## src/rtl/sipo_pkg.sv

```systemverilog
// Shared helpers for the serial-in/parallel-out deserialiser: beat count,
// counter width and parameter legality.
package sipo_pkg;

    function automatic int beats(input int data_w, input int lanes);
        return (lanes > 0) ? data_w / lanes : 0;
    endfunction

    function automatic int cnt_w(input int n_beats);
        return (n_beats > 1) ? $clog2(n_beats) : 1;
    endfunction

    function automatic bit params_ok(input int data_w, input int lanes);
        return (lanes > 0) && (data_w % lanes == 0) && (data_w / lanes >= 2);
    endfunction

endpackage

```

## src/rtl/sipo_deser_shreg.sv

```systemverilog
// Word-wide shift register; q_next is the post-shift value so the top can
// capture a completed word on the same edge as the final beat.
module sipo_shreg #(
    parameter int DATA_W    = 8,
    parameter int LANES     = 1,
    parameter int MSB_FIRST = 0
) (
    input  logic              clk,
    input  logic              rst_n,
    input  logic              shift_en,
    input  logic [LANES-1:0]  din,
    output logic [DATA_W-1:0] q,
    output logic [DATA_W-1:0] q_next
);

    logic [DATA_W-1:0] sr_q;
    logic [DATA_W-1:0] sr_d;

    generate
        if (MSB_FIRST != 0) begin : g_msb_first
            assign q_next = {sr_q[DATA_W-LANES-1:0], din};
        end else begin : g_lsb_first
            assign q_next = {din, sr_q[DATA_W-1:LANES]};
        end
    endgenerate

    always_comb begin
        sr_d = sr_q;
        if (shift_en) sr_d = q_next;
    end

    always_ff @(posedge clk or negedge rst_n) begin
        if (!rst_n) sr_q <= '0;
        else        sr_q <= sr_d;
    end

    assign q = sr_q;

endmodule

```

## src/rtl/sipo_deser.sv

```systemverilog
// Serial-in/parallel-out deserialiser: gathers LANES bits per beat into a
// DATA_W word and hands it out on a valid/ready port with full backpressure.
module sipo_deser
    import sipo_pkg::*;
#(
    parameter int DATA_W    = 8,
    parameter int LANES     = 1,
    parameter int MSB_FIRST = 0
) (
    input  logic                                    clk,
    input  logic                                    rst_n,
    input  logic                                    clear_i,
    input  logic                                    in_valid_i,
    input  logic [LANES-1:0]                        in_data_i,
    output logic                                    in_ready_o,
    output logic [DATA_W-1:0]                       out_data_o,
    output logic                                    out_valid_o,
    input  logic                                    out_ready_i,
    output logic [cnt_w(beats(DATA_W, LANES))-1:0]  fill_o
);

    localparam int            BEATS     = beats(DATA_W, LANES);
    localparam int            CW        = cnt_w(BEATS);
    localparam logic [CW-1:0] LAST_BEAT = CW'(BEATS - 1);

    generate
        if (!params_ok(DATA_W, LANES)) begin : g_param_err
            $fatal(1, "sipo_deser: DATA_W must be a multiple of LANES and DATA_W/LANES >= 2");
        end
    endgenerate

    logic [CW-1:0]     cnt_q, cnt_d;
    logic              out_valid_q, out_valid_d;
    logic [DATA_W-1:0] out_data_q, out_data_d;
    logic [DATA_W-1:0] sr_next;
    logic [DATA_W-1:0] sr_unused;
    logic              last_beat;
    logic              accept;

    assign last_beat = (cnt_q == LAST_BEAT);
    // Only the final beat can stall, and only behind an undrained word; the
    // same-cycle out_ready_i lets a drain and a completion share one edge.
    assign in_ready_o = !clear_i & (!last_beat | !out_valid_q | out_ready_i);
    assign accept     = in_valid_i & in_ready_o;

    sipo_shreg #(
        .DATA_W    (DATA_W),
        .LANES     (LANES),
        .MSB_FIRST (MSB_FIRST)
    ) u_shreg (
        .clk      (clk),
        .rst_n    (rst_n),
        .shift_en (accept),
        .din      (in_data_i),
        .q        (sr_unused),
        .q_next   (sr_next)
    );

    always_comb begin
        cnt_d       = cnt_q;
        out_valid_d = out_valid_q;
        out_data_d  = out_data_q;
        if (clear_i) begin
            cnt_d       = '0;
            out_valid_d = 1'b0;
        end else begin
            if (out_valid_q && out_ready_i) out_valid_d = 1'b0;
            if (accept) begin
                if (last_beat) begin
                    cnt_d       = '0;
                    out_valid_d = 1'b1;
                    out_data_d  = sr_next;
                end else begin
                    cnt_d = cnt_q + CW'(1);
                end
            end
        end
    end

    always_ff @(posedge clk or negedge rst_n) begin
        if (!rst_n) begin
            cnt_q       <= '0;
            out_valid_q <= 1'b0;
            out_data_q  <= '0;
        end else begin
            cnt_q       <= cnt_d;
            out_valid_q <= out_valid_d;
            out_data_q  <= out_data_d;
        end
    end

    assign out_valid_o = out_valid_q;
    assign out_data_o  = out_data_q;
    assign fill_o      = cnt_q;

endmodule

```

## config.mk

```make
export PLATFORM = sky130hd
export DESIGN_NAME = sipo_deser
export DESIGN_NICKNAME = d
export VERILOG_FILES = /design/src/rtl/sipo_pkg.sv /design/src/rtl/sipo_deser_shreg.sv /design/src/rtl/sipo_deser.sv
export SDC_FILE = /design/constraint.sdc
export NUM_CORES = 1
export LEC_CHECK = 0
export ABC_CLOCK_PERIOD_IN_PS = 2150
export CORE_MARGIN = 5
export CORE_UTILIZATION = 35
export CTS_BUF_LIST = sky130_fd_sc_hd__clkbuf_8
export DETAILED_ROUTE_END_ITERATION = 10
export GPL_TIMING_DRIVEN = 0
export PLACE_DENSITY = 0.64
export SLEW_MARGIN = 20
export SYNTH_ARGS = -nofsm -noshare
export SYNTH_HDL_FRONTEND = slang
export SYNTH_SLANG_ARGS = --single-unit
```

## constraint.sdc

```tcl
create_clock -name clk -period 2.15 [get_ports clk]
set_input_delay 0.43 -clock clk [delete_from_list [all_inputs] [get_ports clk]]
set_output_delay 0.43 -clock clk [all_outputs]
set_load 0.005 [all_outputs]
```

**Word level (Yosys, flattened, before mapping)**

Cells that the tools add are included.

- Add/subtract/negate cells: 1
- Multipliers: 0
- Divide/modulo/power cells: 0
- Order comparisons: 0
- Eq/ne operators: 1
- Shift operators: 0
- Mux-type cells: 7
- Bitwise gates (word level): 5
- Reductions and logical operators: 6

Operators by type and width:

| operator | number |
|---|---|
| 2-to-1 mux 3 bit | 3 |
| 2-to-1 mux 1 bit | 4 |
| adder 3 x 1 -> 3 bit (second input constant) | 1 |
| == test 3 bit (second input constant) | 1 |
| logical NOT 1 bit | 3 |
| AND reduction 3 bit | 1 |
| bitwise AND 1 bit | 2 |
| bitwise OR 1 bit | 2 |
| nonzero test 2 bit | 1 |
| logical AND 1 bit | 1 |
| inverter 1 bit | 1 |

- Bits in registers: 20
- Latch bits: 0
- RAM bits: 0
- ROM bits: 0
- Bits of input ports: 6
- Output and inout port bits: 13
- Logic and storage cells: 24
- Memories: 0

**Longest topological paths before layout**

- Depth in word-level cells: 8
- Depth in mapped cells: 5
- Gate-level depth less buffers: 5

**Cells and area by module**

A second synthesis with hierarchy kept.

- Cell total of the unflattened synthesis: 64
- Area, all modules: 928.4 um2

By module, submodules not included:

| module | instances | cells each | area an instance (um2) | seq. area each (um2) |
|---|---|---|---|---|
| sipo_deser | 1 | 39 | 536.8 | 300.3 |
| sipo_shreg | 1 | 25 | 391.6 | 200.2 |

**Worst setup path before layout**

OpenSTA, ideal clock, no wires.

- Path type: reg2out
- Start: register cnt_q[0], in the netlist fill_o[0]
- End: output in_ready_o
- Arrival time: 1.093 ns
- Data required time: 1.720 ns
- Setup slack: 0.627 ns
- Stages on the path, launching flop included: 5
- Path buffers: 0
- Cell sequence: dfrtp_1 -> ha_1 -> ha_1 -> nand3b_1 -> and2b_2

- Word-level cells in the longest chain between the ends: 5

RTL lines:

| item | line | RTL |
|---|---|---|
| start: declaration | sipo_deser.sv:32 | `logic [CW-1:0] cnt_q, cnt_d;` |
| start signal: assignment | sipo_deser.sv:86 | `cnt_q <= cnt_d;` |
| == test 3 bit | sipo_deser.sv:40 | `assign last_beat = (cnt_q == LAST_BEAT);` |
| logical NOT 1 bit | sipo_deser.sv:43 | `assign in_ready_o = !clear_i & (!last_beat \| !out_valid_q \| out_ready_i);` |
| bitwise OR 1 bit (2 in series) | sipo_deser.sv:43 |  |
| bitwise AND 1 bit | sipo_deser.sv:43 |  |
| end: declaration | sipo_deser.sv:15 | `output logic in_ready_o,` |

Every way passes these cells.

**Worst setup path after layout**

- Start: register cnt_q[1], in the netlist fill_o[1]
- End: output in_ready_o

Same word-level chain as after synthesis.

==> run summary <==
Critical Path Source: fill_o[1]
status: finished, final reports clean
R2R Setup Slk: 0.59 ns
Final min period: 2.035 ns
Final Setup Violations: 0
ys async rst share: 100.0%
met2 Use GR: 12.28%
clock latency on the worst-skew pair: 0.25 ns
switching fraction of total power: 22.72%
Reg power frac: 56.9%
Fmax: 491.4 MHz
number of global-route vias before repair: 491
WP data arrival: 1.61 ns
Leakage Power: 0.0004956 uW
GRT Util Overall: 8.684%
Max-slew headroom: 44.68%
number of buffers created by CTS: 3
required time worst endpoint: 1.72 ns
post-synth top area share: 57.32%
critical path class: reg2out
Die W: 58.69 um
Initial Util: 37.14%
GRT busiest layer: met2
clock network power share: 30.4%
final worst slack: 0.1149 ns
Port Buf Inserts: 18
YS warnings: 0
Peak supply drop: 298.9 uV
GR Util met3: 2.193%
via/cell ratio: 4.663
Clock Skews: 0.001750 ns
largest net degree at the start of global routing: 20
Sw Pwr: 178.2 uW
Int Pwr: 606.2 uW
CTS tree: done
Post-synth EDFFs: 0
met1 Usage GRT: 11.19%
crit path launch type: flip-flop
die height: 58.69 um
Max-cap violations: 0
num rows: 17
First DRT Iteration DRCs: 2
root buffer cell: clkbuf_8
layout cells sized above 1: 39.47%
Detail Placement HPWL: 952.4 um
synth-to-layout area growth: 33.63%
DRC: 0
Die ar.: 0.003444 mm^2
synth top area cells: dfrtp_1 57%, mux2_4 14%, mux2_2 11%, ha_1 3.0%, and2b_2 2.1%
first-pass GRT wire length: 2.208 mm
gpl congestion: 0.7703
clk sinks: 19
detailed-route via count: 485
multi-input logic area: 340.3 um^2
post-synthesis cell type count: 17
Syn Std Cell Area: 829.5 um^2
final hold vios: 0
clk slew on worst S/H paths: 0.07 ns
Cell Pwr Density: 707.6 mW/mm^2
CTS H-tree depth: 1
final WL: 1.379 mm
element type at the critical path end: primary output
IO Pins: 19
Tcrit/Tclk final: 94.65%
detailed-route wire length per cell: 13.26 um
Place WS: -0.02036 ns
Gate power share: 12.7%
Syn Nets: 60
ANT cells: 0
R2R depth: 5
critical path endpoint: in_ready_o
Detailed Routing Iterations Pass 1: 2
worst flop-to-flop path startpoint: fill_o[1]
Post-DRT Antenna Nets: 0
Mapped Cells: 52
Reg area: 475.5 um^2
Most used DFF post-synth: dfrtp_1
filler instances: 202
initial antenna violation count: 0
top-count cell post-synth: dfrtp_1
Worst Max-Slew Pin Slew: 0.8272 ns
post-synthesis sequential area ratio: 57.32%
worst min-delay path class: reg2reg
Worst Path Max Fanout: 3
core area: 0.002233 mm^2
Power, Total: 784.4 uW
commonest cells in the netlist: 19 x dfrtp_1, 8 x mux2_2, 8 x mux2_4
CTS max path bufs: 2
Avg Cell Area, Syn: 15.95 um^2
final net count: 85
final max-slew violation count: 0
cell accounting for the most synthesized area: dfrtp_1
Crit Reg-Reg Endpoint: u_shreg.q[2]
grt ovf: 0
number of synthesized register bits: 19
RSZ-0062 raised after global routing: false
state kept, by name, summed over array words and instances, names as in the netlist:
register	cells
out_data_o	8
out_valid_o	1
fill_o	3
u_shreg.q	7
worst min path at each step:
stage | start | to | slack (ns) | cells past startpoint
2_1_floorplan | rst_n | fill_o[0] | 0.13 | 0
3_3_place_gp | u_shreg.q[1] | out_data_o[0] | 0.48 | 1
3_5_place_dp | u_shreg.q[1] | out_data_o[0] | 0.49 | 1
4_1_cts | u_shreg.q[1] | out_data_o[0] | 0.51 | 1
5_1_grt | u_shreg.q[1] | out_data_o[0] | 0.52 | 1
6_report | u_shreg.q[1] | out_data_o[0] | 0.50 | 1
stage by stage:
stage	cells	area, um^2	hold slack [ns]	setup TNS (ns)	util (%)
6_report	104	1109	0.5049	0	49.64
4_1_cts	103	1101	0.5071	0	49.30
5_1_grt	104	1109	0.5212	0	49.64
3_5_place_dp	98	1045	0.4912	-0.02036	46.78
3_3_place_gp	98	1045	0.4833	-0.03463	46.78
2_1_floorplan	52	829.5	0.1344	0	-
worst max-delay path, stage by stage (launching register included):
cell,delay (ns)
dfrtp_1,0.37
ha_2,0.18
ha_2,0.19
nand3b_1,0.14
and2b_2,0.22
dlygate4sd2_1,0.26
routing by layer:
layer	routed length (um)	share of wire, %	vias up
li1	-	-	235
met1	676	49	233
met2	600	44	13
met3	75	5.4	4
met4	26	1.9	0
met5	0	0	-
cell usage in the layout (no fill, tap or decap):
master,count
dlygate4sd2_1,1
buf_6,1
nand2_2,1
a31o_2,1
o21bai_1,1
ha_2,2
inv_1,3
mux2_2,8
clkbuf_8,3
clkdlybuf4s50_1,17
dfrtp_1,19
a21oi_1,1
and3_4,1
nand3b_1,1
nand2b_1,1
mux2_4,8
a311oi_1,1
a211oi_1,1
nor2b_4,1
and2b_2,2
buf_4,2
power by group through the flow:
stage	sequential (uW)	combinational, uW	clock (uW)
after floorplan	445	62.4	0
after global placement	454	96.0	0
after detailed placement	456	98.8	0
after CTS	448	102	248
after global routing	454	109	267
final	446	99.5	238
cell families (layout without fill, tap and decap cells):
logic type	after synthesis	count (layout)	share of synthesized area [%]
AND/OR/NAND/NOR	7	7	7.543
flip-flops	19	19	57.32
AO/OA/AOI/OAI	5	5	4.525
buffers and inverters	3	27	2.263
multiplexers	16	16	25.34
adder cells (fa/ha/maj)	2	2	3.016
cell type report:
cell class	instances	area share, %
sequential	19	42.89
multi-input combinational	30	30.70
timing repair buffer	20	17.49
clock buffer	3	3.725
tap	28	3.160
buffer	1	1.016
inverter	2	0.6772
clock inverter	1	0.3386
repair_timing:
| action | in CTS | in global routing |
|---|---|---|
| endpoints found under the setup margin | 1 | 1 |
| pin swaps | 1 | 0 |
| gates resized for setup | 3 | 0 |
| hold buffers | 0 | 0 |
| setup buffers | 1 | 1 |
No activity file was read; power rests on OpenSTA's default activity.
